$ cat config.mk
export PLATFORM = sky130hd
export DESIGN_NAME = uart_rx_mmio_flat
export DESIGN_NICKNAME = d
export VERILOG_FILES = /design/src/rtl/uart_rx_mmio_if.sv /design/src/rtl/uart_rx_mmio.sv /design/src/flat_wrapper.sv
export SDC_FILE = /design/constraint.sdc
export NUM_CORES = 1
export LEC_CHECK = 0
export BUFFER_PORTS_ARGS = -buffer_cell sky130_fd_sc_hd__buf_2
export CELL_PAD_IN_SITES_DETAIL_PLACEMENT = 1
export CELL_PAD_IN_SITES_GLOBAL_PLACEMENT = 1
export CORE_MARGIN = 3
export CORE_UTILIZATION = 55
export CTS_CLUSTER_SIZE = 8
export DETAILED_ROUTE_END_ITERATION = 8
export PLACE_DENSITY = 0.93
export REMOVE_ABC_BUFFERS = 1
export SYNTH_ARGS = -nofsm -noshare
export SYNTH_HDL_FRONTEND = slang
export SYNTH_SLANG_ARGS = --single-unit
$ cat constraint.sdc
create_clock -name clk -period 8.3 [get_ports clk]
set_clock_uncertainty 0.1 [all_clocks]
set_input_delay 1.66 -clock clk [delete_from_list [all_inputs] [get_ports clk]]
set_output_delay 1.66 -clock clk [all_outputs]
set_load 0.02 [all_outputs]
$ cat src/rtl/uart_rx_mmio_if.sv
// CPU-side bus of the memory-mapped UART receiver: pop/clear strobes in, head byte and status out.
// The master modport is the load/store side, the slave modport is the receiver.
interface uart_rx_mmio_if #(
    parameter int FIFO_DEPTH = 8
);
    localparam int CW = $clog2(FIFO_DEPTH) + 1;

    logic          rd_en;
    logic          clr_err;
    logic [7:0]    rd_data;
    logic          rx_valid;
    logic [CW-1:0] rx_count;
    logic          overrun;
    logic          frame_err;
    logic          parity_err;

    modport master (
        output rd_en, clr_err,
        input  rd_data, rx_valid, rx_count, overrun, frame_err, parity_err
    );

    modport slave (
        input  rd_en, clr_err,
        output rd_data, rx_valid, rx_count, overrun, frame_err, parity_err
    );
endinterface

$ cat src/rtl/uart_rx_mmio.sv
// UART 8N1 receiver with FIFO and sticky status flags; define UART_RX_PARITY_EN for 8E1 frames.
// Byte visible one edge after the stop-bit sample; a full FIFO drops new bytes and sets overrun.
module uart_rx_mmio #(
    parameter int CLKS_PER_BIT = 1085,
    parameter int FIFO_DEPTH   = 8
) (
    input  logic          clk,
    input  logic          rst,
    input  logic          uart_rx,
    uart_rx_mmio_if.slave bus
);
    localparam int BW = $clog2(CLKS_PER_BIT);
    localparam int PW = $clog2(FIFO_DEPTH);
    localparam int CW = PW + 1;

    localparam logic [BW-1:0] HALF_M1 = BW'(CLKS_PER_BIT / 2 - 1);
    localparam logic [BW-1:0] FULL_M1 = BW'(CLKS_PER_BIT - 1);
    localparam logic [CW-1:0] DEPTH_C = CW'(FIFO_DEPTH);

    localparam logic [2:0] S_IDLE   = 3'd0;
    localparam logic [2:0] S_START  = 3'd1;
    localparam logic [2:0] S_DATA   = 3'd2;
`ifdef UART_RX_PARITY_EN
    localparam logic [2:0] S_PARITY = 3'd3;
`endif
    localparam logic [2:0] S_STOP   = 3'd4;

    logic          sync1;
    logic          rxs;
    logic [2:0]    state;
    logic [BW-1:0] baud_cnt;
    logic [2:0]    bit_idx;
    logic [7:0]    shreg;
    logic          par_bad;

    logic [7:0]    mem [FIFO_DEPTH];
    logic [PW-1:0] wr_ptr;
    logic [PW-1:0] rd_ptr;
    logic [CW-1:0] count;

    logic overrun_q;
    logic frame_err_q;

    logic bit_end;
    logic stop_sample;
    logic push_req;
    logic fifo_empty;
    logic fifo_full;
    logic do_push;
    logic do_pop;
    logic ovf_set;
    logic frame_set;

    always_ff @(posedge clk) begin
        if (rst) begin
            sync1 <= 1'b1;
            rxs   <= 1'b1;
        end else begin
            sync1 <= uart_rx;
            rxs   <= sync1;
        end
    end

    assign bit_end = (baud_cnt == FULL_M1);

    always_ff @(posedge clk) begin
        if (rst) begin
            state    <= S_IDLE;
            baud_cnt <= '0;
            bit_idx  <= '0;
            shreg    <= '0;
        end else begin
            case (state)
                S_IDLE: begin
                    baud_cnt <= '0;
                    if (!rxs) state <= S_START;
                end
                S_START: begin
                    // Mid-bit check of the start bit rejects short glitches.
                    if (baud_cnt == HALF_M1) begin
                        baud_cnt <= '0;
                        if (!rxs) begin
                            state   <= S_DATA;
                            bit_idx <= '0;
                        end else begin
                            state <= S_IDLE;
                        end
                    end else begin
                        baud_cnt <= baud_cnt + 1'b1;
                    end
                end
                S_DATA: begin
                    if (bit_end) begin
                        baud_cnt <= '0;
                        shreg    <= {rxs, shreg[7:1]};
                        bit_idx  <= bit_idx + 3'd1;
                        if (bit_idx == 3'd7) begin
`ifdef UART_RX_PARITY_EN
                            state <= S_PARITY;
`else
                            state <= S_STOP;
`endif
                        end
                    end else begin
                        baud_cnt <= baud_cnt + 1'b1;
                    end
                end
`ifdef UART_RX_PARITY_EN
                S_PARITY: begin
                    if (bit_end) begin
                        baud_cnt <= '0;
                        state    <= S_STOP;
                    end else begin
                        baud_cnt <= baud_cnt + 1'b1;
                    end
                end
`endif
                S_STOP: begin
                    if (bit_end) begin
                        baud_cnt <= '0;
                        state    <= S_IDLE;
                    end else begin
                        baud_cnt <= baud_cnt + 1'b1;
                    end
                end
                default: begin
                    state    <= S_IDLE;
                    baud_cnt <= '0;
                end
            endcase
        end
    end

`ifdef UART_RX_PARITY_EN
    logic parity_err_q;

    always_ff @(posedge clk) begin
        if (rst) begin
            par_bad <= 1'b0;
        end else if (state == S_IDLE) begin
            par_bad <= 1'b0;
        end else if (state == S_PARITY && bit_end) begin
            par_bad <= (rxs != ^shreg);
        end
    end

    always_ff @(posedge clk) begin
        if (rst) begin
            parity_err_q <= 1'b0;
        end else if (stop_sample && par_bad) begin
            parity_err_q <= 1'b1;
        end else if (bus.clr_err) begin
            parity_err_q <= 1'b0;
        end
    end

    assign bus.parity_err = parity_err_q;
`else
    assign par_bad        = 1'b0;
    assign bus.parity_err = 1'b0;
`endif

    assign stop_sample = (state == S_STOP) && bit_end;
    assign push_req    = stop_sample && rxs && !par_bad;
    assign frame_set   = stop_sample && !rxs;

    assign fifo_empty = (count == '0);
    assign fifo_full  = (count == DEPTH_C);
    assign do_pop     = bus.rd_en && !fifo_empty;
    // A pop on the same edge frees the slot, so a full FIFO still accepts the byte.
    assign do_push    = push_req && (!fifo_full || do_pop);
    assign ovf_set    = push_req && fifo_full && !do_pop;

    always_ff @(posedge clk) begin
        if (do_push) mem[wr_ptr] <= shreg;
    end

    always_ff @(posedge clk) begin
        if (rst) begin
            wr_ptr <= '0;
            rd_ptr <= '0;
            count  <= '0;
        end else begin
            if (do_push) wr_ptr <= wr_ptr + 1'b1;
            if (do_pop)  rd_ptr <= rd_ptr + 1'b1;
            case ({do_push, do_pop})
                2'b10:   count <= count + 1'b1;
                2'b01:   count <= count - 1'b1;
                default: count <= count;
            endcase
        end
    end

    always_ff @(posedge clk) begin
        if (rst) begin
            overrun_q   <= 1'b0;
            frame_err_q <= 1'b0;
        end else begin
            if (ovf_set)          overrun_q <= 1'b1;
            else if (bus.clr_err) overrun_q <= 1'b0;
            if (frame_set)        frame_err_q <= 1'b1;
            else if (bus.clr_err) frame_err_q <= 1'b0;
        end
    end

    assign bus.rd_data   = fifo_empty ? 8'h00 : mem[rd_ptr];
    assign bus.rx_valid  = !fifo_empty;
    assign bus.rx_count  = count;
    assign bus.overrun   = overrun_q;
    assign bus.frame_err = frame_err_q;
endmodule

$ cat src/flat_wrapper.sv
// flat-port wrapper written by rule: the top's interface ports become plain ports
module uart_rx_mmio_flat 
#(
    parameter int CLKS_PER_BIT = 1085,
    parameter int FIFO_DEPTH   = 8
)
  (clk, rst, uart_rx, bus_rd_en, bus_clr_err, bus_rd_data, bus_rx_valid, bus_rx_count, bus_overrun, bus_frame_err, bus_parity_err);
  uart_rx_mmio_if #(.FIFO_DEPTH(FIFO_DEPTH)) bus_i ();
  input  logic clk;
  input  logic rst;
  input  logic uart_rx;
  input wire logic [$bits(bus_i.rd_en)-1:0] bus_rd_en;
  input wire logic [$bits(bus_i.clr_err)-1:0] bus_clr_err;
  output wire logic [$bits(bus_i.rd_data)-1:0] bus_rd_data;
  output wire logic [$bits(bus_i.rx_valid)-1:0] bus_rx_valid;
  output wire logic [$bits(bus_i.rx_count)-1:0] bus_rx_count;
  output wire logic [$bits(bus_i.overrun)-1:0] bus_overrun;
  output wire logic [$bits(bus_i.frame_err)-1:0] bus_frame_err;
  output wire logic [$bits(bus_i.parity_err)-1:0] bus_parity_err;
  assign bus_i.rd_en = bus_rd_en;
  assign bus_i.clr_err = bus_clr_err;
  assign bus_rd_data = bus_i.rd_data;
  assign bus_rx_valid = bus_i.rx_valid;
  assign bus_rx_count = bus_i.rx_count;
  assign bus_overrun = bus_i.overrun;
  assign bus_frame_err = bus_i.frame_err;
  assign bus_parity_err = bus_i.parity_err;
  uart_rx_mmio #(.CLKS_PER_BIT(CLKS_PER_BIT), .FIFO_DEPTH(FIFO_DEPTH)) u_core (.clk(clk), .rst(rst), .uart_rx(uart_rx), .bus(bus_i));
endmodule
==> flow_metrics.env, run 1 <==
export IMPL_layout_area_seq_sq_um=2763
export IMPL_insertion_delay_ns=0.37
export IMPL_multi_input_area_sq_um=1660
export IMPL_maxCapViolations=0
export IMPL_setup_viol=0
export IMPL_post_drt_wl_per_cell_um=20.92
export IMPL_fin_nets=358
export IMPL_dr_pass1_iters=4
export IMPL_power_internal_w=0.0007108
export IMPL_status="finished, final reports clean"
export IMPL_grt_pass1_vias=2908
export IMPL_routed_via_density=5.896
export IMPL_start_kind="flop"
export IMPL_dieHeight_um=96.85
export IMPL_timing_rr_end="u_core.bus.rx_count[3]"
export IMPL_port_buffers=19
export IMPL_yosys_warnings=0
export IMPL_drc=0
export IMPL_postSynthAreaPerCell_sq_um=13.92
export IMPL_synth_async_reset_ratio=0
export IMPL_layout_setup_ws_ns=4.028
export IMPL_fin_util=0.6239
export IMPL_cts_root_buffer="clkbuf_8"
export IMPL_clkPwrFrac=0.367
export IMPL_dpl_hpwl_mm=6.459
export IMPL_fin_crit_sh=0.5147
export IMPL_swShare=0.2244
export IMPL_wirelength_mm=9.412
export IMPL_fin_total_pwr_w=0.0009166
export IMPL_io_pins=21
export IMPL_critical_path_class="flop to primary output"
export IMPL_grt_usage=0.2156
export IMPL_p_leak_nw=1.756
export IMPL_period_needed_ns=4.272
export IMPL_cts_repair_resized=0
export IMPL_cp_endpoint="bus_rd_data[1]"
export IMPL_antenna_left=0
export IMPL_synth_seq_cells=106
export IMPL_cpMaxStageDelayCell="dfxtp_1"
export IMPL_antenna_found_initial=0
export IMPL_gr_total_overflow=0
export IMPL_drt_initial_drc_count=158
export IMPL_initial_utilization=0.5755
export IMPL_diodes=0
export IMPL_cp_required_ns=6.54
export IMPL_worst_ir_drop_vdd_mv=0.09614
export IMPL_worst_pin_slew_ns=1.104
export IMPL_max_stage_delay_ns=1.07
export IMPL_p_comb_frac=0.025
export IMPL_h_tree_depth=3
export IMPL_r2r_start="u_core.bus.rx_count[3]"
export IMPL_finalSetupTns_ns=0
export IMPL_yosysSeqAreaShare=0.6086
export IMPL_arrival_ns=2.51
export IMPL_pwr_share_seq=0.608
export IMPL_cts_tree="built"
export IMPL_path_cells="mux4_2 > mux2i_1 > nor2_1 > buf_2"
export IMPL_grt_max_degree=34
export IMPL_core_area_sq_um=7888
export IMPL_synth_edf_count=64
export IMPL_fill_cells=761
export IMPL_grt_pass1_wl_mm=15.73
export IMPL_synth_cell_types=58
export IMPL_min_path_type="flop to flop"
export IMPL_pre_cts_slack_ns=4.352
export IMPL_syn_to_final_growth_pct=8.407
export IMPL_hold_violations=0
export IMPL_synth_ff_type="edfxtp_1"
export IMPL_gp_congestion=0.7748
export IMPL_cp_max_fo=16
export IMPL_rows=32
export IMPL_cts_hold_buf=0
export IMPL_chipWidth_um=96.85
export IMPL_cts_clk_slew_worst_paths_ns=0.11
export IMPL_clock_path_buffers=2
export IMPL_timing_reg2reg_setup_slack_ns=5.26
export IMPL_post_cts_buffers=0
export IMPL_die_area_sq_um=9380
export IMPL_cts_buffers=9
export IMPL_clock_sinks=106
export IMPL_power_density_nw_per_um2=186.3
export IMPL_cp_end_kind="primary output"
export IMPL_rsz0062_at_grt="no"
export IMPL_slew_viol_final=0
export IMPL_max_slew_margin=0.2631
export IMPL_fmax_ghz=0.2341
export IMPL_synth_area_sq_um=4539
export IMPL_syn_inst=326
export IMPL_ff2ff_path_depth=8
export IMPL_route_vias_total=2653
export IMPL_p_sw_w=0.0002057
export IMPL_drive_gt1_frac=0.2126
[power groups by stage]
stage               registers, W  logic [W]  clock network [W]
floorplan               0.000568  0.0000157                  0
global placement        0.000569  0.0000211                  0
global route            0.000558  0.0000242           0.000367
CTS                     0.000557  0.0000227           0.000344
detailed placement      0.000569  0.0000226                  0
finish                  0.000558  0.0000227           0.000336
[stage by stage]
| step | hold WS (ns) | area [sq um] | instances |
|---|---|---|---|
| global route | 0.3498 | 4921 | 450 |
| global placement | 0.2952 | 4702 | 434 |
| finish | 0.3252 | 4921 | 450 |
| detailed placement | 0.3024 | 4702 | 434 |
| CTS | 0.3296 | 4921 | 450 |
| floorplan | 0.2895 | 4442 | 308 |
[placed cells by master, fill, tap and decap left out, drive strengths merged, types with 3 or more instances in the layout]
master	synthesis	final
nand2	8	8
mux2i	21	21
inv	5	8
edfxtp	64	64
nand3	8	8
dfxtp	42	42
ha	10	10
clkbuf	6	9
buf	12	24
nor2	42	42
a21oi	7	7
nand4	7	7
nor2b	7	7
nor3	9	9
xnor2	3	3
xor2	12	12
nand2b	6	6
clkinv	0	3
mux4	16	16
o21ai	6	6
[worst min path at each step]
stage                            start    endpoint  cells past startpoint
final                     u_core.sync1  u_core.rxs                      1
after global routing      u_core.sync1  u_core.rxs                      1
after global placement    u_core.sync1  u_core.rxs                      1
after detailed placement  u_core.sync1  u_core.rxs                      1
after CTS                 u_core.sync1  u_core.rxs                      1
after floorplan           u_core.sync1  u_core.rxs                      1
[cells in the mapped netlist, drive strengths merged (8+ instances only)]
cell | n | area, sq um
nor2 | 42 | 157.7
mux4 | 16 | 360.4
xor2 | 12 | 105.1
ha | 10 | 125.1
buf | 12 | 75.07
nor3 | 9 | 56.31
mux2i | 21 | 210.2
nand3 | 8 | 40.04
nand2 | 8 | 32.54
edfxtp | 64 | 1922
dfxtp | 42 | 840.8
[registers in the layout (all words and copies together), names as in the netlist, 3 cells and up, named ones only]
name,cells
u_core.bus.rx_count,4
u_core.rd_ptr,3
u_core.state,3
u_core.baud_cnt,11
u_core.bit_idx,3
u_core.shreg,8
u_core.mem,64
u_core.wr_ptr,3
[cells by family after synthesis]
logic type | count (synthesis) | share of synthesized area
buf+inv | 23 | 0.02563
mux | 39 | 0.1323
compound gates | 23 | 0.03914
xor+xnor | 15 | 0.03060
simple gates | 109 | 0.1353
fa+ha+maj | 10 | 0.02756
other cells | 1 | 0.0008261
flops | 106 | 0.6086
[layout make-up]
cell class	instances	area share
clock buffers	9	0.02517
clock inverters	7	0.01932
inverters	5	0.003814
multi-input cells	197	0.3374
flip-flops and latches	106	0.5614
well taps	102	0.02593
repair buffers	24	0.02695
[routing by layer]
layer,wire length (um),up-vias,global-route usage,share of wire
met5,0,-,0,0
met4,186,0,0.08747,0.020
li1,-,1236,-,-
met2,4982,44,0.3785,0.53
met3,208,12,0.02812,0.022
met1,4035,1361,0.2695,0.43
[worst max-delay path: cells and delay by family, from the launching register on]
| kind | cells | cell delay [ns] |
|---|---|---|
| buffers and inverters | 1 | 0.19 |
| DFF | 1 | 1.07 |
| muxes | 2 | 0.82 |
| and+or+nand+nor | 1 | 0.06 |
No activity file was read; power rests on OpenSTA's default activity.
==> inputs of run 2 (changes only) <==
--- a/config.mk
+++ b/config.mk
@@ -9,10 +9,10 @@
 export CELL_PAD_IN_SITES_DETAIL_PLACEMENT = 1
 export CELL_PAD_IN_SITES_GLOBAL_PLACEMENT = 1
 export CORE_MARGIN = 3
-export CORE_UTILIZATION = 55
+export CORE_UTILIZATION = 51
 export CTS_CLUSTER_SIZE = 8
 export DETAILED_ROUTE_END_ITERATION = 8
-export PLACE_DENSITY = 0.93
+export PLACE_DENSITY = 0.88
 export REMOVE_ABC_BUFFERS = 1
 export SYNTH_ARGS = -nofsm -noshare
 export SYNTH_HDL_FRONTEND = slang
==> constraint.sdc (replaced) <==
create_clock -name clk -period 4.3 [get_ports clk]
set_clock_uncertainty 0.1 [all_clocks]
set_input_delay 0.86 -clock clk [delete_from_list [all_inputs] [get_ports clk]]
set_output_delay 0.86 -clock clk [all_outputs]
set_load 0.02 [all_outputs]
==> flow_metrics.env, run 2 (synthesis results as in run 1) <==
export IMPL_status="finished, final reports clean"
export IMPL_post_drt_wl_per_cell_um=19.52
export IMPL_regMostFlops="u_core.mem"
export IMPL_clock_sinks=106
export IMPL_start_kind="flop"
export IMPL_timing_rr_end="u_core.bus.rx_count[2]"
export IMPL_die_area_sq_um=10070
export IMPL_path_cells="mux4_2 > mux2i_1 > nor2_1 > buf_2"
export IMPL_cts_repair_resized=0
export IMPL_syn_to_final_growth_pct=8.462
export IMPL_diodes=0
export IMPL_grt_pass1_wl_mm=14.97
export IMPL_route_vias_total=2588
export IMPL_worst_ir_drop_vdd_mv=0.1479
export IMPL_dpl_hpwl_mm=6.205
export IMPL_holdPathStages=1
export IMPL_setup_viol=0
export IMPL_post_cts_buffers=0
export IMPL_final_cell_mix="edfxtp_1, nor2_1, dfxtp_1"
export IMPL_cts_tree="built"
export IMPL_cts_hold_buf=0
export IMPL_hold_violations=0
export IMPL_placedCellCount=438
export IMPL_gr_total_overflow=0
export IMPL_core_area_sq_um=8423
export IMPL_cp_end_kind="primary output"
export IMPL_stdcell_count=454
export IMPL_dr_pass1_iters=4
export IMPL_critical_path_class="flop to primary output"
export IMPL_rows=33
export IMPL_layout_setup_ws_ns=1.234
export IMPL_r2r_start="u_core.baud_cnt[0]"
export IMPL_p_leak_nw=1.759
export IMPL_port_buffers=19
export IMPL_min_to="u_core.rxs"
export IMPL_grt_usage=0.1950
export IMPL_pre_cts_slack_ns=1.366
export IMPL_grt_pass1_vias=2813
export IMPL_path_delay_family="flip-flops"
export IMPL_dieHeight_um=100.3
export IMPL_arrival_ns=2.11
export IMPL_clock_path_buffers=2
export IMPL_wirelength_mm=8.861
export IMPL_max_stage_delay_ns=0.85
export IMPL_drive_gt1_frac=0.2149
export IMPL_fin_nets=359
export IMPL_slew_viol_final=0
export IMPL_cp_required_ns=3.34
export IMPL_worst_pin_slew_ns=0.8658
export IMPL_rsz0062_at_grt="no"
export IMPL_gp_congestion=0.8275
export IMPL_ff2ff_path_depth=12
export IMPL_fmax_ghz=0.3262
export IMPL_cp_max_fo=16
export IMPL_chipWidth_um=100.3
export IMPL_drt_initial_drc_count=135
export IMPL_finalSetupTns_ns=0
export IMPL_insertion_delay_ns=0.37
export IMPL_antenna_left=0
export IMPL_routed_via_density=5.700
export IMPL_cp_depth=4
export IMPL_cts_clk_slew_worst_paths_ns=0.11
export IMPL_reg_largest_list="u_core.mem (64), u_core.baud_cnt (11), u_core.shreg (8)"
export IMPL_final_common_cell="edfxtp_1"
export IMPL_io_pins=21
export IMPL_grt_max_degree=34
export IMPL_power_density_nw_per_um2=354.2
export IMPL_cts_buffers=9
export IMPL_initial_utilization=0.5389
export IMPL_cpMaxStageDelayCell="dfxtp_1"
export IMPL_antenna_found_initial=0
export IMPL_maxCapViolations=0
export IMPL_fin_util=0.5845
export IMPL_cts_root_buffer="clkbuf_8"
export IMPL_timing_reg2reg_setup_slack_ns=1.35
export IMPL_h_tree_depth=3
export IMPL_critPathBufInv=1
export IMPL_largest_reg_flops=64
export IMPL_max_slew_margin=0.4207
export IMPL_min_from="u_core.sync1"
export IMPL_min_path_type="flop to flop"
export IMPL_period_needed_ns=3.066
export IMPL_drc=0
export IMPL_fin_crit_sh=0.7130
run 2: per-layer routing:
layer | share of wire | global-route usage
met4 | 0.016 | 0.05907
met3 | 0.034 | 0.03544
met2 | 0.52 | 0.3435
met1 | 0.43 | 0.2449
met5 | 0 | 0
run 2: stage by stage:
step	power, W	hold WS, ns	instance area [sq um]
after detailed placement	0.001141	0.3014	4713
after global placement	0.001139	0.3013	4713
after global routing	0.001811	0.3402	4923
final	0.001744	0.3250	4923
after CTS	0.001761	0.3278	4923
after floorplan	0.001127	0.2895	4442
run 2: worst max path at each step:
stage                                 startpoint                      to
after detailed placement      u_core.baud_cnt[0]  u_core.bus.rx_count[2]
final                                       flop          bus_rd_data[3]
after global routing          u_core.baud_cnt[0]  u_core.bus.rx_count[2]
after floorplan           u_core.bus.rx_count[0]  u_core.bus.rx_count[2]
after global placement        u_core.baud_cnt[0]  u_core.bus.rx_count[2]
after CTS                                   flop          bus_rd_data[3]
run 2: area by class of cell:
class	instances	area, sq um
fill	852	3500
sequential	106	2763
multi-input combinational	197	1660
timing repair buffer	25	140.1
tap	105	131.4
clock buffer	9	123.9
clock inverter	7	86.33
inverter	5	18.77
run 2: power by group:
group	leakage (nW)	internal, W	switching [W]	total (W)
sequential	0.932	0.00107	0.00000887	0.00108
clock	0.107	0.000280	0.000347	0.000627
combinational	0.720	0.0000184	0.0000224	0.0000407
==> inputs of run 3 (changes only) <==
--- a/config.mk
+++ b/config.mk
@@ -9,10 +9,10 @@
 export CELL_PAD_IN_SITES_DETAIL_PLACEMENT = 1
 export CELL_PAD_IN_SITES_GLOBAL_PLACEMENT = 1
 export CORE_MARGIN = 3
-export CORE_UTILIZATION = 51
+export CORE_UTILIZATION = 46
 export CTS_CLUSTER_SIZE = 8
 export DETAILED_ROUTE_END_ITERATION = 8
-export PLACE_DENSITY = 0.88
+export PLACE_DENSITY = 0.84
 export REMOVE_ABC_BUFFERS = 1
 export SYNTH_ARGS = -nofsm -noshare
 export SYNTH_HDL_FRONTEND = slang
==> constraint.sdc (replaced) <==
create_clock -name clk -period 2.5 [get_ports clk]
set_clock_uncertainty 0.1 [all_clocks]
set_input_delay 0.5 -clock clk [delete_from_list [all_inputs] [get_ports clk]]
set_output_delay 0.5 -clock clk [all_outputs]
set_load 0.02 [all_outputs]
==> flow_metrics.env, run 3 (synthesis results as in run 1) <==
export IMPL_cp_end_kind="primary output"
export IMPL_route_vias_total=2742
export IMPL_worst_ir_drop_vdd_mv=0.2932
export IMPL_postPlaceCellArea_sq_um=4906
export IMPL_drc=0
export IMPL_slew_viol_final=0
export IMPL_critical_path_class="flop to primary output"
export IMPL_initial_utilization=0.4821
export IMPL_fin_nets=382
export IMPL_post_drt_wl_per_cell_um=19.67
export IMPL_power_density_nw_per_um2=590.4
export IMPL_rows=35
export IMPL_cts_hold_buf=0
export IMPL_max_slew_margin=0.5661
export IMPL_layout_setup_ws_ns=-0.009069
export IMPL_drt_initial_drc_count=173
export IMPL_final_cell_mix="edfxtp_1, nor2_1, dfxtp_1"
export IMPL_core_area_sq_um=9415
export IMPL_gp_congestion=0.8526
export IMPL_arrival_ns=1.91
export IMPL_gr_total_overflow=0
export IMPL_h_tree_depth=3
export IMPL_drive_gt1_frac=0.2849
export IMPL_io_pins=21
export IMPL_r2r_start="u_core.baud_cnt[1]"
export IMPL_port_buffers=19
export IMPL_cp_endpoint="bus_rd_data[7]"
export IMPL_wirelength_mm=9.853
export IMPL_antenna_left=0
export IMPL_timing_reg2reg_setup_slack_ns=0.07
export IMPL_reg_largest_list="u_core.mem (64), u_core.baud_cnt (11), u_core.shreg (8)"
export IMPL_layout_area_seq_sq_um=2773
export IMPL_fmax_ghz=0.3986
export IMPL_worst_pin_slew_ns=0.6500
export IMPL_dpl_hpwl_mm=6.485
export IMPL_cts_buffers=9
export IMPL_largest_reg_flops=64
export IMPL_final_common_cell="edfxtp_1"
export IMPL_antenna_found_initial=0
export IMPL_cts_root_buffer="clkbuf_8"
export IMPL_design_area_sq_um=5202
export IMPL_dieHeight_um=105.3
export IMPL_die_area_sq_um=11100
export IMPL_insertion_delay_ns=0.37
export IMPL_diodes=0
export IMPL_routed_via_density=5.473
export IMPL_grt_pass1_vias=2950
export IMPL_rsz0062_at_grt="yes"
export IMPL_syn_to_final_growth_pct=14.61
export IMPL_p_leak_nw=1.893
export IMPL_multi_input_area_sq_um=1685
export IMPL_grt_max_degree=34
export IMPL_chipWidth_um=105.3
export IMPL_cp_required_ns=1.90
export IMPL_period_needed_ns=2.509
export IMPL_min_path_type="input pin to flop"
export IMPL_maxCapViolations=0
export IMPL_regMostFlops="u_core.mem"
export IMPL_fin_crit_sh=1.004
export IMPL_cp_max_fo=8
export IMPL_cts_clk_slew_worst_paths_ns=0.11
export IMPL_fill_cells=948
export IMPL_setup_viol=1
export IMPL_violations="negative setup slack"
export IMPL_ff2ff_path_depth=11
export IMPL_dr_pass1_iters=4
export IMPL_start_kind="flop"
export IMPL_cts_tree="built"
export IMPL_clock_sinks=106
export IMPL_clock_path_buffers=2
export IMPL_fin_total_pwr_w=0.003071
export IMPL_timing_rr_end="u_core.bus.rx_count[3]"
export IMPL_grt_usage=0.1867
export IMPL_status="finished with violations"
export IMPL_hold_violations=0
export IMPL_grt_pass1_wl_mm=15.95
-- run 3: where the power goes --
part | leakage (nW) | switching, W | total [W] | internal, W
clock network | 0.109 | 0.000644 | 0.00114 | 0.000492
logic | 0.849 | 0.0000571 | 0.0000982 | 0.0000411
registers | 0.934 | 0.00000414 | 0.00184 | 0.00183
total | 1.89 | 0.000705 | 0.00307 | 0.00237
-- run 3: routing by layer --
layer	vias up	track usage	share of wire
li1	1296	-	-
met1	1395	0.2322	0.44
met2	40	0.3374	0.53
met3	11	0.02449	0.025
met4	0	0.05623	0.011
met5	-	0	0
-- run 3: worst min-delay path by stage --
stage	startpoint	to	slack, ns	depth (start not counted)
floorplan	u_core.sync1	u_core.rxs	0.29	1
global placement	u_core.sync1	u_core.rxs	0.30	1
detailed placement	u_core.sync1	u_core.rxs	0.31	1
CTS	uart_rx	u_core.sync1	0.19	2
global route	uart_rx	u_core.sync1	0.21	2
finish	uart_rx	u_core.sync1	0.20	2
-- run 3: final cells by class --
cell class,instances,area share
Sequential cell,106,0.5329
Multi-Input combinational cell,197,0.3240
Timing Repair Buffer,48,0.06686
Tap cell,129,0.03102
Clock buffer,9,0.02381
Clock inverter,7,0.01780
Inverter,5,0.003608
-- run 3: worst max-delay path, stage by stage, from the launching register on --
cell,delay [ns]
dfxtp_4,0.41
buf_12,0.14
mux4_2,0.55
mux2i_4,0.21
nor2_1,0.06
buf_2,0.16
-- run 3: repair_timing --
action                                  CTS  global route
endpoints found under the hold margin     0             0
resized for setup                         6             9
pin swaps                                 1             4
gates cloned                              1             0
endpoints found under the setup margin    5             6
setup buffers                             0             2
-- run 3: per-stage QoR --
step | utilization | cells | setup slack, ns | hold WS [ns] | setup TNS (ns)
6_report | 0.5526 | 501 | -0.009069 | 0.2047 | -0.009069
5_1_grt | 0.5526 | 501 | -0.06975 | 0.2055 | -0.2181
4_1_cts | 0.5479 | 499 | -0.006345 | 0.1892 | -0.006345
3_5_place_dp | 0.5211 | 482 | -0.004248 | 0.3050 | -0.004248
3_3_place_gp | 0.5211 | 482 | 0.1286 | 0.2962 | 0
2_1_floorplan | - | 308 | -0.1727 | 0.2895 | -0.7191
